`config.mk`:
```
export PLATFORM = sky130hd
export DESIGN_NAME = fifo_rd_stream
export DESIGN_NICKNAME = d
export VERILOG_FILES = /design/src/rtl/fifo_rd_stream.sv
export SDC_FILE = /design/constraint.sdc
export NUM_CORES = 1
export LEC_CHECK = 0
export ABC_CLOCK_PERIOD_IN_PS = 5060
export CAP_MARGIN = 20
export CORE_MARGIN = 5
export CORE_UTILIZATION = 40
export CTS_BUF_LIST = sky130_fd_sc_hd__clkbuf_2 sky130_fd_sc_hd__clkbuf_4 sky130_fd_sc_hd__clkbuf_8
export CTS_CLUSTER_SIZE = 25
export DETAILED_ROUTE_END_ITERATION = 16
export SYNTH_ARGS = -nofsm -noshare
export SYNTH_HDL_FRONTEND = slang
export SYNTH_SLANG_ARGS = --single-unit
```
`constraint.sdc`:
```
create_clock -name r_clk -period 5.06 [get_ports r_clk]
set_input_delay 0.506 -clock r_clk [delete_from_list [all_inputs] [get_ports r_clk]]
set_output_delay 0.506 -clock r_clk [all_outputs]
set_load 0.02 [all_outputs]
```
`src/rtl/fifo_rd_stream.sv`:
```
`default_nettype none
// +--------------------------------------------------------------------------+
// | fifo_rd_stream: turns the async FIFO read port into a valid/ready stream  |
// | through a 3-entry prefetch buffer, with beat counter and sync flush.      |
// | Revision: 1.0                                                            |
// +--------------------------------------------------------------------------+
module fifo_rd_stream #(
    parameter int W     = 8,
    parameter int CNT_W = 16
) (
    input  logic             r_clk,
    input  logic             r_rst,
    input  logic             empty,
    input  logic [W-1:0]     fifo_dout,
    output logic             r_en,
    output logic [W-1:0]     m_data,
    output logic             m_valid,
    input  logic             m_ready,
    input  logic             flush,
    output logic [1:0]       occ,
    output logic [CNT_W-1:0] beat_cnt
);

    logic             inflight_q;
    logic [1:0]       occ_q, occ_d;
    logic [W-1:0]     buf_q [3];
    logic [W-1:0]     buf_d [3];
    logic [CNT_W-1:0] cnt_q;
    logic             w_push;
    logic             w_pop;
    logic [1:0]       w_wr_idx;

    assign m_valid  = (occ_q != 2'd0);
    assign m_data   = buf_q[0];
    assign occ      = occ_q;
    assign beat_cnt = cnt_q;

    assign w_push = inflight_q & ~flush;
    assign w_pop  = m_valid & m_ready & ~flush;

    // Reads are issued only when the word in flight is guaranteed a slot, so
    // m_ready never has to reach r_en. Held low while reset is asserted.
    assign r_en = r_rst & ~empty & ~flush
                & (({1'b0, occ_q} + {2'b00, inflight_q}) < 3'd3);

    always_comb begin
        buf_d    = buf_q;
        occ_d    = occ_q;
        w_wr_idx = occ_q - {1'b0, w_pop};
        if (flush) begin
            occ_d = 2'd0;
        end else begin
            if (w_pop) begin
                buf_d[0] = buf_q[1];
                buf_d[1] = buf_q[2];
            end
            if (w_push) begin
                case (w_wr_idx)
                    2'd0:    buf_d[0] = fifo_dout;
                    2'd1:    buf_d[1] = fifo_dout;
                    2'd2:    buf_d[2] = fifo_dout;
                    default: ;
                endcase
            end
            occ_d = occ_q + {1'b0, w_push} - {1'b0, w_pop};
        end
    end

    always_ff @(posedge r_clk or negedge r_rst) begin
        if (!r_rst) begin
            inflight_q <= 1'b0;
            occ_q      <= 2'd0;
            buf_q[0]   <= '0;
            buf_q[1]   <= '0;
            buf_q[2]   <= '0;
            cnt_q      <= '0;
        end else begin
            inflight_q <= r_en & ~empty;
            occ_q      <= occ_d;
            buf_q      <= buf_d;
            if (w_pop) begin
                cnt_q <= cnt_q + CNT_W'(1);
            end
        end
    end

    a_no_overflow: assert property (@(posedge r_clk) disable iff (!r_rst)
                                    !(w_push && occ_q == 2'd3));

endmodule
`default_nettype wire

```
=== Yosys cells after proc, flatten, opt, wreduce, memory -nomap -nowiden ===
Index checks and enable logic that the tools add are counted.
W data, S select, Z words.

* Output and inout bits: 28
* Bits in registers: 43
* Input bits: 13
* Logic and storage cells: 32

* Add/sub/neg operators: 5
* Bitwise logic cells: 9
* Magnitude comparators: 1
* Equality and inequality tests: 2
* Mux-type cells: 6
* Reduce and logical (&&, ||, !) cells: 3

{| class="wikitable"
|+ Operators with widths
! operator !! count
|-
| $mux W24 || 1
|-
| $mux W8 || 3
|-
| $add A16 B1 Y16 const B || 1
|-
| $mux W16 || 1
|-
| $and A1 B1 Y1 || 7
|-
| $sub A2 B1 Y2 || 2
|-
| $add A2 B1 Y3 || 1
|-
| $lt A3 B2 Y1 const B || 1
|-
| $reduce_and A3 Y1 || 1
|-
| $add A2 B1 Y2 || 1
|-
| $eq A2 B1 Y1 const B || 1
|-
| $eq A2 B2 Y1 const B || 1
|-
| $logic_not A2 Y1 || 1
|-
| $mux W2 || 1
|-
| $not A1 Y1 || 2
|-
| $reduce_bool A2 Y1 || 1
|}

=== Longest topological paths before layout ===
Gate-level depths: netlist (run 1).

* Word-level depth: 7
* Depth in mapped cells: 9
* Depth with buffers taken out: 7

=== Least setup slack after synthesis (run 1) ===
Ideal clock, no wire load.

* Kind: reg-to-output
* From: register occ_q[0] (netlist: occ[0])
* To: output port r_en
* Stages on the path, launching flop included: 5
* Slack: 2.799 ns
* Path buffers: 0
* Arrival time: 1.755 ns
* Required time: 4.554 ns
* Cell sequence: dfrtp_1 ha_1 ha_1 or4b_1 a21oi_1

* Cells in the longest elaborated chain, start to end: 3

{| class="wikitable"
|+ Ends and longest elaborated chain
! item !! RTL line !! RTL
|-
| from (decl) || 25 || <nowiki>logic [1:0] occ_q, occ_d;</nowiki>
|-
| from (signal assigned) || 72 || <nowiki>occ_q <= 2'd0;</nowiki>
|-
| from (signal assigned) || 79 || <nowiki>occ_q <= occ_d;</nowiki>
|-
| $add A2 B1 Y3 || 44 || <nowiki>& (({1'b0, occ_q} + {2'b00, inflight_q}) < 3'd3);</nowiki>
|-
| $lt A3 B2 Y1 || 44 ||
|-
| $and A1 B1 Y1 || 44 ||
|-
| to (decl) || 15 || <nowiki>output logic r_en,</nowiki>
|}

Every way passes these cells.

=== Worst setup path after layout (run 1) ===
* From: input port flush
* To: output port r_en

* Cells in the longest elaborated chain, start to end: 3

{| class="wikitable"
|+ Ends and longest elaborated chain
! item !! RTL line !! RTL
|-
| from (decl) || 19 || <nowiki>input logic flush,</nowiki>
|-
| $not A1 Y1 (no line) || -- ||
|-
| $and A1 B1 Y1 || 43 || <nowiki>assign r_en = r_rst & ~empty & ~flush</nowiki>
|-
| $and A1 B1 Y1 || 44 ||
|}

Every way passes these cells.

==> results of run 1 <==
state kept, by name, indices dropped and copies added, names as in the netlist:
signal	count
occ	2
beat_cnt	16
m_data	8
inflight_q	1
buf_q	16
stage by stage:
| step | setup WS [ns] | util [%] | area, µm² | cells |
|---|---|---|---|---|
| final | 1.97 | 50.9 | 2620 | 283 |
| after global routing | 1.89 | 50.9 | 2620 | 283 |
| after CTS | 1.95 | 50.9 | 2620 | 283 |
| after detailed placement | 1.94 | 48.6 | 2500 | 275 |
| after global placement | 2.03 | 48.6 | 2500 | 275 |
| after floorplan | 2.80 | - | 2130 | 178 |
synth_stat cells:
cell,instances
a21oi_1,19
and2_1,1
and2b_1,1
and3_1,2
and4_1,2
and4bb_2,1
buf_1,1
buf_4,9
buf_6,3
buf_8,1
dfrtp_1,43
ha_1,5
inv_1,2
mux2_2,9
mux2i_1,16
nand2_1,4
nand2b_1,1
nand3_1,3
nand3_2,1
nand3b_2,1
nand4_1,9
nor2_1,18
nor2_4,1
nor2_8,1
nor2b_1,1
nor3_2,1
nor4_4,1
o21ai_4,1
or2_2,1
or4b_1,1
xnor2_1,14
xnor2_2,1
xor2_1,3
final timing paths:
| kind | to | slack (ns) | cells after the start |
|---|---|---|---|
| max | r_en | 1.97 | 4 |
| min | beat_cnt[9]$_DFFE_PN0P_ | 0.27 | 2 |
| max reg2reg | m_data[3]$_DFFE_PN0N_ | 2.80 | 7 |
| min reg2reg | beat_cnt[15]$_DFFE_PN0P_ | 0.48 | 1 |
| max in group asynchronous | inflight_q$_DFF_PN0_ | 4.40 | 2 |
| min in group r_clk | beat_cnt[15]$_DFFE_PN0P_ | 0.48 | 1 |
layout make-up:
cell class              instances  area share, %
clock buffers                   6           3.16
clock inverters                 2           1.34
inverters                       2          0.287
multi-input cells             119           35.3
flip-flops and latches         43           41.1
well taps                      70           3.35
repair buffers                 41           15.4
routing by layer:
metal / wire, µm / track usage, % / vias to the layer above
li1: - / - / 679
met1: 1730 / 14.8 / 655
met2: 1940 / 20.6 / 43
met3: 248 / 4.16 / 7
met4: 65 / 4.01 / 0
met5: 0 / 0 / -
cells by family after synthesis:
group,after synthesis,synth area share (%)
AND/OR/NAND/NOR,51,15.2
AO/OA/AOI/OAI,20,5.24
flip-flops,43,50.6
XOR/XNOR,18,7.77
buffers and inverters,16,6.00
adder cells (fa/ha/maj),5,2.94
multiplexers,25,12.3
power breakdown:
part           internal (mW)  total [mW]  switching [mW]  leakage (nW)
clock                  0.160       0.277           0.117        0.0612
combinational          0.117       0.225           0.108         0.478
sequential             0.404       0.447          0.0430         0.571
cells in the final DEF (no fill, tap or decap), types with 2 or more instances in the layout:
| cell | count |
|---|---|
| a21oi_1 | 19 |
| and3_1 | 2 |
| and4_1 | 2 |
| clkbuf_8 | 6 |
| clkdlybuf4s50_1 | 39 |
| dfrtp_1 | 43 |
| ha_1 | 5 |
| inv_1 | 2 |
| mux2_2 | 9 |
| mux2i_1 | 16 |
| nand2_1 | 4 |
| nand3_1 | 3 |
| nand4_1 | 9 |
| nor2_1 | 18 |
| xnor2_1 | 14 |
| xor2_1 | 3 |
worst max-delay path: cells and delay by family:
| family | cells | cell delay [ns] |
|---|---|---|
| AOI/OAI and AO/OA | 1 | 0.16 |
| buffers and inverters | 2 | 1.29 |
| and+or+nand+nor | 1 | 0.63 |
==> results.toml, run 1 <==
[clocking]
cts_root_buf = "clkbuf_8"
htree_levels = 2
cts_hold_buf = 0
cts_resized = 0
clkTransAtPathRegs_ns = 0.08
cts_max_path_buffers = 2
clock-sinks = 43
insertion_delay_ns = 0.29
postCtsSetupBuffers = 0
cts_tree = "built"
cts_buffers = 5

[grt]
grt_pass1_vias = 1417
grt_start_max_net_pins = 45
overflow = 0
antenna_found_initial = 0
track_usage_pct = 12.3
grt_pass1_wl_um = 6830

[sta]
slew_headroom_pct = 63.5
setup_tns_ns = 0
timing.final.crit_share_pct = 61.2
fin_worst_skew_ns = 0.00446
fin_hold_ws_ns = 0.272
hold_violations = 0
fmax_ghz = 0.323
setup_viol = 0
rsz0062_at_grt = "false"
period_minus_slack_ns = 3.09
worst_pin_slew_ns = 0.548
final_max_slew_viol_count = 0

[setup_path]
cp-startpoint = "flush"
critPathLaunchType = "primary input"
arrival_ns = 2.59
cpPeakStageDelay_ns = 0.65
cp_slowest_cell = "clkdlybuf4s50_1"
crit_chain = "clkdlybuf4s50_1 -> or4b_1 -> a21oi_1 -> clkdlybuf4s50_1"
rr_startpoint = "occ[0]$_DFF_PN0_"
crit_type = "in -> out"
critPathRequiredTime_ns = 4.55
crit_top_cell = "clkdlybuf4s50_1"
cp_max_fo = 8
cp-end-kind = "output port"

[synth]
yosysTopAreaCellShare_pct = 50.6
synth_cells = 178
ys_ff_latch = 43
synth_area_leader_cell = "dfrtp_1"
netlist_area_um2 = 2130
yosysWarnings = 0
seq_area_frac_synth_pct = 50.6
synth.distinct_cells = 33
syn-num-nets = 196
postSynthAreaPerCell_um2 = 11.9
synth.top_cells.by_area = "dfrtp_1, mux2i_1, xnor2_1"

[route]
viasPerCell = 4.89
drtIter0Drc = 38
route.antenna.remaining_nets = 0
firstDrtPassIters = 4
remaining_drc_errors = 0
routed-via-count = 1384
totalWireLength_um = 3990
wl_per_cell_um = 14.1

[die]
dieHeight_um = 82.9
ioPinCount = 41
fp-row-count = 26
die_x_um = 82.9
core_area_um2 = 5140
start_util_pct = 41.4
die-area_um2 = 6880

[final_layout]
regArea_um2 = 1080
drive_above_1_share_pct = 13.6
multi_input_area_um2 = 923
syn_to_final_growth_pct = 22.9
antennaDiodeCount = 0
n_fill_cell = 484
nNetsFinal = 230

[power]
peakVddDrop_mv = 0.185
power.leakage_nw = 1.11
p_total_mw = 0.949
pwr_density_cell_nw_per_um2 = 363

[status]
status = "complete, no violations"

[place]
place_hpwl_um = 2850
io_buffers = 40
routabilityCongestion = 0.790

[min_path]
hold_path.class = "in -> async"

[job]
drv_cap = 0
Note: power is estimated with default switching activity, not from simulation.
==> inputs of run 2 (changes only) <==
--- a/config.mk
+++ b/config.mk
@@ -5,7 +5,7 @@
 export SDC_FILE = /design/constraint.sdc
 export NUM_CORES = 1
 export LEC_CHECK = 0
-export ABC_CLOCK_PERIOD_IN_PS = 5060
+export ABC_CLOCK_PERIOD_IN_PS = 3000
 export CAP_MARGIN = 20
 export CORE_MARGIN = 5
 export CORE_UTILIZATION = 40
==> constraint.sdc (replaced) <==
create_clock -name r_clk -period 3 [get_ports r_clk]
set_input_delay 0.3 -clock r_clk [delete_from_list [all_inputs] [get_ports r_clk]]
set_output_delay 0.3 -clock r_clk [all_outputs]
set_load 0.02 [all_outputs]
==> run 2 against run 1 <==
Compared with the run above: setup slack worse by 1.7 ns; utilization is 0.27 points lower; cell count is 0.71% higher; sequential power is 68% higher; sequential cell count stayed put; via count is 1.3% higher; routed wire length is 1.7% higher.
==> results.toml, run 2 (synthesis results as in run 1) <==
[grt]
grt_pass1_vias = 1519
antenna_found_initial = 0
track_usage_pct = 12.7
grt_start_max_net_pins = 44
grt_pass1_wl_um = 7210
overflow = 0

[setup_path]
cp-end-kind = "output port"
crit_top_cell = "ha_1"
critPathLaunchType = "flop"
arrival_ns = 2.41
crit_type = "reg -> out"
crit_chain = "ha_1 -> ha_1 -> or4b_1 -> a21oi_1 -> clkdlybuf4s50_1"
critPathRequiredTime_ns = 2.70
cp_slowest_cell = "clkdlybuf4s50_1"
cp_max_fo = 7
cpPeakStageDelay_ns = 0.62

[clocking]
cts_tree = "built"
cts_max_path_buffers = 2
clock-sinks = 43
cts_resized = 0
clkTransAtPathRegs_ns = 0.08
cts_root_buf = "clkbuf_8"
postCtsSetupBuffers = 0
cts_hold_buf = 0
cts_buffers = 5
htree_levels = 2
insertion_delay_ns = 0.29

[route]
wl_per_cell_um = 14.2
totalWireLength_um = 4050
firstDrtPassIters = 4
remaining_drc_errors = 0
route.antenna.remaining_nets = 0
routed-via-count = 1402
drtIter0Drc = 30
viasPerCell = 4.92

[final_layout]
fin_cells = 285
antennaDiodeCount = 0
syn_to_final_growth_pct = 22.3
drive_above_1_share_pct = 14.4
mostFrequentLayoutCells = "dfrtp_1, clkdlybuf4s50_1, a21oi_1, nor2_1, mux2i_1"
final_common_cell = "dfrtp_1"
nNetsFinal = 232

[place]
routabilityCongestion = 0.758
dp.cells = 277
io_buffers = 40
preCtsSetupSlack_ns = 0.593
place_hpwl_um = 2960

[min_path]
hold_path.class = "in -> async"

[sta]
setup_slack_ns = 0.290
rsz0062_at_grt = "false"
setup_viol = 0
fin_worst_skew_ns = 0.00552
setup_tns_ns = 0
hold_violations = 0
fmax_ghz = 0.369
timing.final.crit_share_pct = 90.3
final_max_slew_viol_count = 0
slew_headroom_pct = 63.3
period_minus_slack_ns = 2.71
fin_hold_ws_ns = 0.102
worst_pin_slew_ns = 0.551

[power]
pwr_density_cell_nw_per_um2 = 576
peakVddDrop_mv = 0.373
p_total_mw = 1.50
power.leakage_nw = 1.10

[die]
start_util_pct = 41.4
fp-row-count = 26
ioPinCount = 41
die-area_um2 = 6880
dieHeight_um = 82.9
core_area_um2 = 5140
die_x_um = 82.9

[job]
drv_cap = 0

[status]
status = "complete, no violations"
## run 2: worst max-delay path, delay by kind of cell (launching register included)
| family | cells | cell delay (ns) |
|---|---|---|
| buffers and inverters | 1 | 0.62 |
| adder cells (fa/ha/maj) | 2 | 0.41 |
| flip-flops | 1 | 0.47 |
| AO/OA/AOI/OAI | 1 | 0.13 |
| AND/OR/NAND/NOR | 1 | 0.49 |
## run 2: worst paths after layout
check                                              start                  endpoint  cells past startpoint  slack [ns]
worst min register to register  beat_cnt[15]$_DFFE_PN0P_  beat_cnt[15]$_DFFE_PN0P_                      1        0.47
max in group asynchronous                          r_rst  beat_cnt[13]$_DFFE_PN0P_                      2        2.52
min in group r_clk                                 r_rst      inflight_q$_DFF_PN0_                      3        0.38
worst min-delay path                               r_rst   beat_cnt[9]$_DFFE_PN0P_                      2        0.10
worst max-delay path                    occ[0]$_DFF_PN0_                      r_en                      5        0.29
worst max register to register          occ[1]$_DFF_PN0_     m_data[7]$_DFFE_PN0N_                      7        0.92
## run 2: power by group
part / internal, mW / total (mW) / leakage, nW / switching [mW]
Sequential: 0.682 / 0.753 / 0.571 / 0.0719
Combinational: 0.198 / 0.382 / 0.488 / 0.185
Clock: 0.172 / 0.362 / 0.0446 / 0.190
Total: 1.05 / 1.50 / 1.10 / 0.447
## run 2: area by class of cell
class                           count  area [µm²]
Clock buffer                        6        76.3
Clock inverter                      2        12.5
Fill cell                         521        2540
Inverter                            2        7.51
Multi-Input combinational cell    119         923
Sequential cell                    43        1080
Tap cell                           70        87.6
Timing Repair Buffer               43         418
## run 2: through the flow
step           util (%)  cell area [µm²]
5_1_grt            50.6             2600
3_3_place_gp       48.9             2510
4_1_cts            50.6             2600
3_5_place_dp       48.9             2510
6_report           50.6             2600
2_1_floorplan         -             2130
## run 2: routing by layer
layer,track usage [%],up-vias,share of wire (%)
met5,0,-,0
met4,3.86,0,1.2
met3,4.36,6,5.6
met2,21.1,34,49
met1,15.4,679,44
li1,-,683,-
